`src/rtl/i2s_sample_fifo.sv`:
```
// Stereo sample FIFO between the I2S receiver and the processing datapath.
// First-word-fall-through output, sticky overflow flag, drops never corrupt storage.
module i2s_sample_fifo #(
  parameter  int DEPTH = 16,
  localparam int CNT_W = $clog2(DEPTH) + 1,
  localparam int PTR_W = $clog2(DEPTH)
) (
  input  logic             clock_in,
  input  logic             reset_in,
  input  logic [15:0]      left_sample_in,
  input  logic [15:0]      right_sample_in,
  input  logic             new_sample_in,
  output logic [15:0]      left_sample_out,
  output logic [15:0]      right_sample_out,
  output logic             sample_valid_out,
  input  logic             sample_ready_in,
  output logic [CNT_W-1:0] fill_count_out,
  output logic             overflow_out,
  input  logic             clear_overflow_in
);

  localparam logic [CNT_W-1:0] FULL = CNT_W'(DEPTH);

  logic [31:0]      mem_q [DEPTH];
  logic [PTR_W-1:0] wr_ptr_q, wr_ptr_d;
  logic [PTR_W-1:0] rd_ptr_q, rd_ptr_d;
  logic [CNT_W-1:0] count_q, count_d;
  logic             ovf_q, ovf_d;
  logic             valid;
  logic             push;
  logic             pop;
  logic             drop;
  logic [31:0]      head;

  assign valid = (count_q != '0);
  assign pop   = valid && sample_ready_in;
  // A pop on the same edge frees the slot, so a full FIFO still accepts.
  assign push  = new_sample_in && ((count_q != FULL) || pop);
  assign drop  = new_sample_in && !push;

  always_comb begin
    wr_ptr_d = wr_ptr_q;
    rd_ptr_d = rd_ptr_q;
    count_d  = count_q;
    ovf_d    = ovf_q;
    if (push) wr_ptr_d = wr_ptr_q + 1'b1;
    if (pop)  rd_ptr_d = rd_ptr_q + 1'b1;
    if (push && !pop)      count_d = count_q + 1'b1;
    else if (pop && !push) count_d = count_q - 1'b1;
    if (drop)                   ovf_d = 1'b1;
    else if (clear_overflow_in) ovf_d = 1'b0;
  end

  always_ff @(posedge clock_in or posedge reset_in) begin
    if (reset_in) begin
      wr_ptr_q <= '0;
      rd_ptr_q <= '0;
      count_q  <= '0;
      ovf_q    <= 1'b0;
    end else begin
      wr_ptr_q <= wr_ptr_d;
      rd_ptr_q <= rd_ptr_d;
      count_q  <= count_d;
      ovf_q    <= ovf_d;
    end
  end

  always_ff @(posedge clock_in) begin
    if (push) mem_q[wr_ptr_q] <= {left_sample_in, right_sample_in};
  end

  assign head             = valid ? mem_q[rd_ptr_q] : 32'd0;
  assign left_sample_out  = head[31:16];
  assign right_sample_out = head[15:0];
  assign sample_valid_out = valid;
  assign fill_count_out   = count_q;
  assign overflow_out     = ovf_q;

endmodule
```
`config.mk`:
```
export PLATFORM = sky130hd
export DESIGN_NAME = i2s_sample_fifo
export DESIGN_NICKNAME = d
export VERILOG_FILES = /design/src/rtl/i2s_sample_fifo.sv
export SDC_FILE = /design/constraint.sdc
export NUM_CORES = 1
export LEC_CHECK = 0
export ABC_CLOCK_PERIOD_IN_PS = 5300
export BUFFER_PORTS_ARGS = -buffer_cell sky130_fd_sc_hd__buf_2
export CAP_MARGIN = 20
export CORE_AREA = 3 3 217 219
export DETAILED_ROUTE_END_ITERATION = 10
export DIE_AREA = 0 0 220 222
export PLACE_DENSITY = 0.68
export REMOVE_ABC_BUFFERS = 1
export SETUP_SLACK_MARGIN = 0.15
export SLEW_MARGIN = 5
export SYNTH_ARGS = -nofsm -noshare
export SYNTH_HDL_FRONTEND = slang
export SYNTH_SLANG_ARGS = --single-unit
```
`constraint.sdc`:
```
create_clock -name clock_in -period 5.3 [get_ports clock_in]
set_input_delay 0 -clock clock_in [delete_from_list [all_inputs] [get_ports clock_in]]
set_output_delay 0 -clock clock_in [all_outputs]
set_load 0.1 [all_outputs]
```
==> metrics.md <==
| Metric | Value |
|---|---|
| Status | `completed` |
| Synth warn | `0` |
| Tightest Pin Transition | `1.04 ns` |
| Die ar. | `between 0.04 and 0.05 mm2` |
| DIE HEIGHT | `222 um` |
| Final setup violation count | `0` |
| First-pass GRT wire length | `~64,000 um` |
| WL/cell | `25.3 um` |
| Synth top area cells | `edfxtp_1 (76%), mux4_2 (14%), mux2_2 (1.9%)` |
| Worst Hold Slack | `between 0.007 and 0.008 ns` |
| RSZ-0062 raised after global routing | `no` |
| Cells after Synth | `between 800 and 900` |
| Routability cong. | `approximately 0.74` |
| CTS buffer count | `52` |
| Sink Count | `526` |
| Routed WL | `around 42,000 um` |
| Post-synth EDFFs | `~510` |
| Worst Path Arrival | `3.68 ns` |
| GRT Resource Usage Total | `0.178` |
| Count of cell types in the netlist | `38` |
| Fmax | `0.272 GHz` |
| Hold Violations, Final | `0` |
| GRT Residual Overflow | `0` |
| Vias in the first global route | `10,100` |
| Setup Buffers After CTS | `0` |
| Worst Setup End Kind | `output port` |
| First-pass iteration count of the detailed router | `5` |
| GR Layer Usage met3 | `0.0322` |
| Worst-skew pair later-pin latency | `0.59 ns` |
| Clk pin slew, worst setup/hold paths | `0.06 ns` |
| Async S/R FF share, synth | `0.0266` |
| Root Buffer | `clkbuf_16` |
| Hold buffer count at CTS | `36` |
| Area of the mapped netlist | `0.0203 mm2` |
| CP Launch Type | `register` |
| VDD IR max | `about 500 uV` |
| Final min period | `3.68 ns` |
| Top cell type's share of synthesized area | `0.756` |
| Worst Hold Class | `in -> async` |
| Met1 Use GR | `0.254` |
| H-tree depth | `2` |
| Period utilisation layout | `0.695` |
| GR peak layer | `met2` |
| Max-Cap Viols | `0` |
| Reg2Reg Setup Slack | `between 1.5 and 2 ns` |
| Initial DRC Count | `around 1,000` |
| Largest net degree at the start of global routing | `68` |
| Post-route ant nets | `0` |
| Post-layout net count | `between 1,000 and 1,500` |
| Rows | `78` |
| Area grow syn2layout | `15.9%` |
| Vias/cell | `roughly 5.7` |
| IO buf count | `75` |
| Pwr/cell area | `~600 mW/mm2` |
| Slew Viols, Final | `0` |
| Req. time, crit path | `5.30 ns` |
| Sequential share of the synthesized area | `0.773` |
| Die Width | `220 um` |
| Initial antenna violation count | `2` |
| # IOs | `between 70 and 80` |
| DR vias | `9,421` |
| # resized after CTS | `0` |
| Synthesized area per cell | `23.1 um2` |
| Crit path kind | `reg -> out` |
| Slew margin rel. | `0.306` |
| Seq cells post-synth | `526` |
| P_leak | `7.61 nW` |
| Layout Cells excl Fill | `1,661` |
| Placeable Area | `about 0.045 mm2` |
| Final Skew | `0.0150 ns` |
| Starting Density | `0.449` |
| Most used flip-flop cell after synthesis | `edfxtp_1` |
| Clock buffer depth | `3` |
| Dominant cell type by area after synthesis | `edfxtp_1` |
| DRC Markers | `0` |
| Layout cells sized above 1 | `0.338` |
| Crit-path max FO | `42` |
| DP Cell Count | `1,531` |
| CTS tree | `built` |
| Global-route track usage on met2 | `0.281` |
| Post-DP HPWL | `21,500 um` |
cell usage in the layout (no fill, tap or decap), types with 4 or more instances in the layout:
cell type      synthesis  routed
edfxtp_1             512     512
mux4_2               128     128
buf_2                 19      75
clkbuf_16              0      53
dlygate4sd3_1          0      36
mux2_2                34      34
a221o_1               31      31
buf_4                  1      24
nor2b_1               18      18
clkinv_1               0      15
and2b_1               14      14
nor2_4                 0      13
dfrtp_1               14      11
clkbuf_1              10      10
ha_1                   9       9
nand2_1                8       8
xnor2_1                7       7
inv_1                  6       6
bufinv_16              0       6
o21ai_0                4       4
nor3_2                 0       4
clkinv_2               0       4
final timing paths:
| path | startpoint | end | cells past startpoint |
|---|---|---|---|
| worst min register to register | fill_count_out[3]$_DFFE_PP0P_ | fill_count_out[3]$_DFFE_PP0P_ | 2 |
| worst max register to register | fill_count_out[0]$_DFFE_PP0P_ | fill_count_out[4]$_DFFE_PP0P_ | 9 |
| worst min-delay path | reset_in | fill_count_out[0]$_DFFE_PP0P_ | 3 |
| max in group asynchronous | reset_in | rd_ptr_q[0]$_DFFE_PP0P_ | 3 |
| worst max-delay path | rd_ptr_q[1]$_DFFE_PP0P_ | left_sample_out[14] | 5 |
| min in group clock_in | clear_overflow_in | overflow_out$_DFFE_PP0P_ | 4 |
stage by stage:
stage	area [um2]	worst slack [ns]	power [mW]	TNS (ns)	utilization
after CTS	23500	1.49	14.7	0	0.520
after detailed placement	21500	1.94	11.1	0	0.476
after global routing	23600	1.41	15.2	0	0.521
after floorplan	20100	-0.264	10.1	-7.45	-
final	23600	1.62	14.6	0	0.521
after global placement	21500	1.96	11.0	0	0.476
Yosys cell counts, types with 2 or more instances:
master    number
and2b_1       14
a21oi_1        3
dfrtp_1       14
buf_1         10
nor2b_1       18
ha_1           9
nand2b_1       3
nor2_1        15
buf_2         19
buf_6          8
nor3_1         5
edfxtp_1     512
xnor2_1        7
xor2_1         2
a221o_2        2
mux2_2        34
inv_1          6
o21ai_0        4
nand2_1        8
a221o_1       31
nand3_1        2
clkbuf_1      10
mux4_2       128
logic make-up (layout without fill, tap and decap cells):
family	Yosys count	count (layout)	synth area share
simple gates	70	70	0.0201
flops	526	526	0.773
buf+inv	54	235	0.0143
fa+ha+maj	10	10	0.00652
xor+xnor	9	9	0.00388
compound gates	48	48	0.0214
mux	162	162	0.161
other cells	0	1	0
cell type report:
cell class | instances | area, um2
repair buffers | 137 | 963
flip-flops and latches | 526 | 15700
clock inverters | 29 | 289
well taps | 600 | 751
fillers | 3499 | 21700
diodes | 1 | 2.50
inverters | 6 | 22.5
multi-input cells | 299 | 4450
clock buffers | 63 | 1360
worst max-delay path, stage by stage (launching register included):
cell	delay, ns
dfrtp_4	0.91
buf_4	0.57
mux4_2	0.57
mux2_2	0.30
a221o_1	0.39
buf_2	0.32
power by group:
group          switching, mW  leakage, nW  internal, mW  total, mW
clock network           1.48        0.798          2.11       3.59
registers              0.375         4.79          5.03       5.40
logic                   3.79         2.02          1.80       5.59
total                   5.65         7.61          8.93       14.6
metal layers:
metal  vias to the layer above  routed length (um)
li1                       4010                   -
met1                      5021               17900
met2                       325               20400
met3                        63                2780
met4                         2                 987
met5                         -                   9
flip-flops by register name (all words and copies together) (netlist names):
| signal | count |
|---|---|
| overflow_out | 1 |
| rd_ptr_q | 4 |
| fill_count_out | 5 |
| mem_q | 512 |
| wr_ptr_q | 4 |
No activity file was read; power rests on OpenSTA's default activity.
